===== src/rtl/branch_redirect_unit.sv =====
// Resolves the registered conditional branch against the ALU zero flag, redirects the PC
// and squashes the wrong-path instructions. Optional statistics counters under BRANCH_STATS_EN.
module branch_redirect_unit #(
  parameter int ADDR_W       = 32,
  parameter int FLUSH_CYCLES = 2
) (
  input  logic              clk,
  input  logic              rst_n,
  input  logic              run,
  input  logic              branch_reg,
  input  logic              zero,
  input  logic [ADDR_W-1:0] branch_target,
  output logic              pc_src,
  output logic [ADDR_W-1:0] redirect_pc,
  output logic              flush_if,
  output logic              flush_id,
  output logic              busy,
  output logic [15:0]       branch_cnt,
  output logic [15:0]       taken_cnt
);

  generate
    if (FLUSH_CYCLES < 1 || FLUSH_CYCLES > 15) begin : g_bad_flush_cycles
      $error("branch_redirect_unit: FLUSH_CYCLES must be in 1..15");
    end
  endgenerate

  typedef enum logic [1:0] {IDLE, REDIRECT, FLUSH} state_t;

  localparam logic [3:0] CNT_INIT = 4'(FLUSH_CYCLES - 1);

  state_t     state;
  logic [3:0] cnt;

  // branch_reg/zero are only looked at in IDLE; in other states they belong to squashed instructions
  always_ff @(posedge clk or negedge rst_n) begin
    if (!rst_n) begin
      state       <= IDLE;
      cnt         <= '0;
      redirect_pc <= '0;
    end else if (run) begin
      case (state)
        IDLE: begin
          if (branch_reg && zero) begin
            redirect_pc <= branch_target;
            state       <= REDIRECT;
          end
        end
        REDIRECT: begin
          if (FLUSH_CYCLES == 1) begin
            state <= IDLE;
          end else begin
            cnt   <= CNT_INIT;
            state <= FLUSH;
          end
        end
        FLUSH: begin
          if (cnt == 4'd1) begin
            cnt   <= '0;
            state <= IDLE;
          end else begin
            cnt <= cnt - 4'd1;
          end
        end
        default: state <= IDLE;
      endcase
    end
  end

  // Pipeline controls are dropped while frozen; busy keeps reporting the held state
  assign pc_src   = run && (state == REDIRECT);
  assign flush_if = run && (state == REDIRECT);
  assign flush_id = run && (state == REDIRECT || state == FLUSH);
  assign busy     = (state != IDLE);

`ifdef BRANCH_STATS_EN
  logic [15:0] branch_q;
  logic [15:0] taken_q;

  always_ff @(posedge clk or negedge rst_n) begin
    if (!rst_n) begin
      branch_q <= '0;
      taken_q  <= '0;
    end else if (run && state == IDLE && branch_reg) begin
      if (branch_q != 16'hFFFF) branch_q <= branch_q + 16'd1;
      if (zero && taken_q != 16'hFFFF) taken_q <= taken_q + 16'd1;
    end
  end

  assign branch_cnt = branch_q;
  assign taken_cnt  = taken_q;
`else
  assign branch_cnt = '0;
  assign taken_cnt  = '0;
`endif

endmodule

===== config.mk =====
export PLATFORM = sky130hd
export DESIGN_NAME = branch_redirect_unit
export DESIGN_NICKNAME = d
export VERILOG_FILES = /design/src/rtl/branch_redirect_unit.sv
export SDC_FILE = /design/constraint.sdc
export NUM_CORES = 1
export LEC_CHECK = 0
export ABC_AREA = 0
export CAP_MARGIN = 10
export CORE_UTILIZATION = 41
export CTS_BUF_LIST = sky130_fd_sc_hd__clkbuf_16
export CTS_CLUSTER_DIAMETER = 50
export DETAILED_ROUTE_END_ITERATION = 7
export PLACE_DENSITY_LB_ADDON = 0.15
export SYNTH_ARGS = -nofsm -noshare
export SYNTH_HDL_FRONTEND = slang
export SYNTH_SLANG_ARGS = --single-unit

===== constraint.sdc =====
create_clock -name clk -period 4.4 [get_ports clk]
set_input_delay 0.88 -clock clk [delete_from_list [all_inputs] [get_ports clk]]
set_output_delay 0.88 -clock clk [all_outputs]
set_load 0.005 [all_outputs]

==> results of run 1 <==
-- state kept, by name, indices dropped and copies added, names as in the netlist --
signal,flops
cnt,4
state,2
redirect_pc,32
-- logic make-up (layout without fill, tap and decap cells) --
| logic type | count (synthesis) | after routing |
|---|---|---|
| flops | 38 | 38 |
| mux | 33 | 33 |
| other cells | 1 | 32 |
| simple gates | 10 | 10 |
| compound gates | 13 | 13 |
| buf+inv | 46 | 90 |
| fa+ha+maj | 6 | 6 |
-- report_power, final --
group	internal, uW	switching [uW]
clock network	207	132
registers	517	90.5
logic	476	241
total	1200	464
-- cell type report --
class	count	area, um^2	share of cell area
Inverter	9	33.8	0.0128
Multi-Input combinational cell	94	723	0.274
Sequential cell	38	951	0.361
Clock buffer	5	125	0.0474
Clock inverter	3	16.3	0.00617
Timing Repair Buffer	73	723	0.274
Tap cell	52	65.1	0.0247
-- cell usage in the layout (no fill, tap or decap), drive strengths merged --
cell,n
nand4b,1
dfrtp,38
nor3,1
buf,2
inv,9
a41o,2
a2bb2oi,1
mux2,33
a31oi,1
nand2b,1
a211oi,1
a21oi,5
nand4,1
o2bb2ai,1
and2,1
nand2,3
clkinvlp,1
clkbuf,5
clkdlybuf4s50,71
a221oi,1
or3b,1
conb,32
clkinv,2
nand3,1
o21ai,1
ha,6
-- cell usage after synthesis (2+ instances only) --
cell	count	area (um^2)
inv_1	9	33.8
mux2_2	31	349
a21oi_1	5	25.0
mux2_1	2	22.5
buf_4	34	255
nand2_1	3	11.3
buf_2	3	15.0
dfrtp_1	38	951
ha_1	6	75.1
a41o_1	2	20.0
-- per-layer routing --
metal	routed length (um)	global-route usage	part of all wire
met5	0	0	0
met4	25	0.0544	0.0068
met3	316	0.0727	0.086
met2	1870	0.274	0.51
met1	1460	0.181	0.40
-- worst max-delay path, stage by stage --
cell	delay [ps]
clkdlybuf4s50_1	580
nand2_1	140
inv_1	120
clkdlybuf4s50_1	510
-- metrics by stage --
stage | setup WS, ps | area (um^2)
global route | 1200 | 2640
global placement | 1340 | 2500
finish | 1280 | 2640
floorplan | 2350 | 1980
detailed placement | 1280 | 2500
CTS | 1280 | 2640
-- final timing paths --
kind	start	endpoint	slack, ps	cells past startpoint
min in group asynchronous	rst_n	redirect_pc[18]	710	1
max in group asynchronous	rst_n	state[0]	3160	1
max	run	flush_id	1280	4
min	redirect_pc[5]	redirect_pc[5]	490	1
max reg2reg	cnt[1]	state[1]	2590	5
min reg2reg	redirect_pc[5]	redirect_pc[5]	490	1
==> run_results.csv, run 1 <==
group,metric,value,unit
status,status,"complete, no violations",
floorplanning,placeableCoreArea,4350,um^2
yosys,ys_warn_count,0,
sta,period_needed,3120,ps
yosys,synth-edff-count,0,
finish,final_util,0.606,
floorplanning,die_y,69.4,um
global_route,grt-ovfl-total,0,
yosys,ys_ff_latch,38,
placed_design,gp_routability_congestion,0.884,
global_route,antenna_found_initial,0,
hold_path,hold_path.class,"reg -> reg",
route,wl_per_cell,13.4,um
global_route,grt_pass1_wl,6050,um
clocking,cts_max_path_buffers,2,
sta,max_clock_freq,0.321,GHz
yosys,async_flop_share,1.00,
clocking,path_clk_slew,60,ps
worst_setup_path,critPathKind,"in -> out",
sta,rsz0062_at_grt,"false",
clocking,cts_htree_levels,2,
clocking,cts_inserted_buffers,5,
placed_design,port_buffers,72,
finish,antenna-diode-count,0,
finish,nets,264,
placed_design,hpwl,2730,um
power_and_ir_drop,vdd_drop_max,0.353,mV
clocking,cts_tree,"done",
clocking,cts_root_buf,"clkbuf_16",
finish,nFillCells,357,
worst_setup_path,critPathArrivalTime,2240,ps
global_route,grt_max_degree,39,
clocking,cts.sinks,38,
floorplanning,io_pins,105,
clocking,postCtsSetupBuffers,0,
yosys,synthFlopType,"dfrtp_1",
sta,final-max-slew-violation-count,0,
finish,drive_above_1_share,0.189,
yosys,yosysUniqueCellTypes,24,
yosys,netlist_area,1860,um^2
worst_setup_path,crit_path_end_kind,"primary output",
placed_design,dp_cells,266,
sta,hold_viol,0,
route,ant_nets,0,
yosys,synthMuxAreaShare,0.200,
route,first_pass_iters,4,
power_and_ir_drop,powerDensity,630,nW/um^2
finish,stdcell_count,274,
yosys,post_synth.cell_area_avg,12.7,um^2
power_and_ir_drop,total_power,1660,uW
floorplanning,floorplan.initialDensity,0.428,
clocking,cts_resized,0,
floorplanning,die-area,4810,um^2
route,drc_errors,0,
worst_setup_path,crit_required,3520,ps
clocking,ctsHoldBuffers,0,
yosys,synth-xor-area-share,0,
sta,whs,495,ps
yosys,synth_top_family_by_area,"multiplexers",
route,drt_iter0_markers,60,
route,vias,1273,
sta,worst_slew_pin_slew,839,ps
flow_run,max_cap_viol_count,0,
yosys,ys_seq_area_frac,0.511,
yosys,synth_compound_area_frac,0.0517,
yosys,synth_cells,147,
sta,max_slew_margin,0.441,
floorplanning,num_rows,24,
route,viasPerCell,4.65,
finish,syn2layout_area_growth,41.7,%
sta,finalCritPeriodShare,0.708,
yosys,synthAdderAreaFrac,0.0403,
global_route,grtUsageTotal,0.162,
power_and_ir_drop,p_leak,0.00120,uW
sta,setup_viol,0,
floorplanning,dieWidth,69.4,um
worst_setup_path,path_max_fanout,7,
yosys,synthSimpleGateAreaFrac,0.0323,
clocking,worstSkewPairLatency,270,ps
global_route,grt_pass1_vias,1333,
sta,tns,0,ps
worst_setup_path,worstSetupStartpointType,"primary input",
sta,finClkSkew,3.26,ps
route,finalWirelength,3680,um
Power figures use the tool's default switching activity.
==> inputs of run 2 (changes only) <==
--- a/config.mk
+++ b/config.mk
@@ -7,7 +7,7 @@
 export LEC_CHECK = 0
 export ABC_AREA = 0
 export CAP_MARGIN = 10
-export CORE_UTILIZATION = 41
+export CORE_UTILIZATION = 38
 export CTS_BUF_LIST = sky130_fd_sc_hd__clkbuf_16
 export CTS_CLUSTER_DIAMETER = 50
 export DETAILED_ROUTE_END_ITERATION = 7
==> constraint.sdc (replaced) <==
create_clock -name clk -period 3 [get_ports clk]
set_input_delay 0.6 -clock clk [delete_from_list [all_inputs] [get_ports clk]]
set_output_delay 0.6 -clock clk [all_outputs]
set_load 0.005 [all_outputs]
==> run 2 against run 1 <==
Net effect:
- critical path type unchanged
- combinational power rose by 46%
- non-clock buffer count rose by 1
- worst setup slack worse by 830 ps
- worst hold slack worse by 72 ps
- first-iteration DRC count decreased by 62%
- routed wire length shrank 0.22%
- via count decreased by 0.86%
- design area grew 1.0%
- sequential share of layout area decreased by 0.36 points
- count of clock-buffer cells in the layout did not move
==> run_results.csv, run 2 (synthesized netlist as in run 1, its figures left out) <==
group,metric,value,unit
status,status,"complete, no violations",
route,viasPerCell,4.35,
global_route,grt_pass1_vias,1304,
route,vias,1262,
route,wl_per_cell,12.7,um
clocking,path_clk_slew,50,ps
global_route,grt_pass1_wl,5910,um
finish,largest_reg_flops,32,
clocking,cts_max_path_buffers,2,
floorplanning,die-area,5180,um^2
worst_setup_path,critPathArrivalTime,1950,ps
worst_setup_path,crit_path_start,"run",
worst_setup_path,reg2reg_from,"cnt[1]",
global_route,grt-ovfl-total,0,
sta,max_slew_margin,0.449,
route,wl_met1,1420,um
clocking,worstSkewPairLatency,270,ps
worst_setup_path,r2r-end,"state[1]",
route,drc_errors,0,
route,ant_nets,0,
worst_setup_path,critPathKind,"in -> out",
route,top_layer,"met4",
finish,antenna-diode-count,0,
finish,final_cell_mix,"71 x clkdlybuf4s50_1, 38 x dfrtp_1, 32 x conb_1",
clocking,cts_htree_levels,2,
worst_setup_path,worstSetupStartpointType,"primary input",
clocking,ctsHoldBuffers,0,
route,first_pass_iters,4,
route,wl_met2,1880,um
worst_setup_path,reg2regPathDepth,5,
worst_setup_path,endpoint,"flush_id",
power_and_ir_drop,powerDensity,913,nW/um^2
finish,layout_commonest_cell,"clkdlybuf4s50_1",
finish,nets,265,
power_and_ir_drop,vdd_drop_max,0.401,mV
sta,final-max-slew-violation-count,0,
clocking,cts_root_buf,"clkbuf_16",
floorplanning,io_pins,105,
finish,final_util,0.564,
sta,setup_viol,0,
global_route,grt_max_degree,39,
sta,max_clock_freq,0.393,GHz
route,finalWirelength,3670,um
clocking,postCtsSetupBuffers,0,
worst_setup_path,r2r_slack,1170,ps
power_and_ir_drop,total_power,2430,uW
placed_design,gp_routability_congestion,0.803,
route,wl_met3,314,um
hold_path,hold_path.class,"in -> async",
sta,period_needed,2550,ps
floorplanning,floorplan.initialDensity,0.394,
clocking,cts_inserted_buffers,5,
finish,reg.largest.list,"redirect_pc (32), cnt (4), state (2)",
floorplanning,placeableCoreArea,4720,um^2
floorplanning,dieWidth,72.0,um
global_route,antenna_found_initial,0,
worst_setup_path,crit_path_end_kind,"primary output",
finish,drive_above_1_share,0.193,
placed_design,dp_slack,452,ps
sta,rsz0062_at_grt,"false",
placed_design,port_buffers,72,
sta,whs,423,ps
placed_design,hpwl,2800,um
sta,hold_viol,0,
sta,finalCritPeriodShare,0.849,
finish,regMostFlops,"redirect_pc",
worst_setup_path,crit_required,2400,ps
clocking,cts_tree,"done",
sta,finClkSkew,2.47,ps
floorplanning,die_y,72.0,um
route,drt_iter0_markers,23,
finish,syn2layout_area_growth,43.1,%
sta,setup_ws,454,ps
sta,worst_slew_pin_slew,827,ps
floorplanning,num_rows,25,
flow_run,max_cap_viol_count,0,
global_route,grtUsageTotal,0.151,
power_and_ir_drop,p_leak,0.00120,uW
sta,tns,0,ps
worst_setup_path,path_max_fanout,7,
clocking,cts_resized,0,
clocking,cts.sinks,38,
[run 2: power by group]
part	switching (uW)	leakage [uW]	total, uW	internal [uW]
Combinational	353	0.000677	1050	699
Sequential	130	0.000460	888	758
Clock	189	0.0000672	492	303
[run 2: stage by stage]
| stage | std cells | area, um^2 |
|---|---|---|
| floorplan | 178 | 1980 |
| global placement | 282 | 2520 |
| detailed placement | 282 | 2520 |
| CTS | 290 | 2660 |
| global route | 290 | 2660 |
| finish | 290 | 2660 |
[run 2: metal layers]
metal	vias up	GRT usage
li1	580	-
met3	5	0.0625
met5	-	0
met2	64	0.266
met4	0	0.0588
met1	613	0.160
[run 2: worst min path at each step]
| stage | endpoint | slack, ps | cells past startpoint |
|---|---|---|---|
| after floorplan | cnt[0] | 300 | 0 |
| after global placement | redirect_pc[5] | 470 | 1 |
| after detailed placement | redirect_pc[5] | 490 | 1 |
| after CTS | redirect_pc[24] | 460 | 1 |
| after global routing | redirect_pc[24] | 510 | 1 |
| final | redirect_pc[24] | 420 | 1 |
[run 2: cell type report]
class                           count  area (um^2)
Timing Repair Buffer               74          731
Multi-Input combinational cell     94          723
Fill cell                         386         2060
Clock inverter                      3         16.3
Tap cell                           67         83.8
Clock buffer                        5          125
Inverter                            9         33.8
Sequential cell                    38          951
[run 2: worst max-delay path, cell delays in order]
cell and delay (ps):
clkdlybuf4s50_1 580, nand2_1 140, inv_1 120, clkdlybuf4s50_1 500
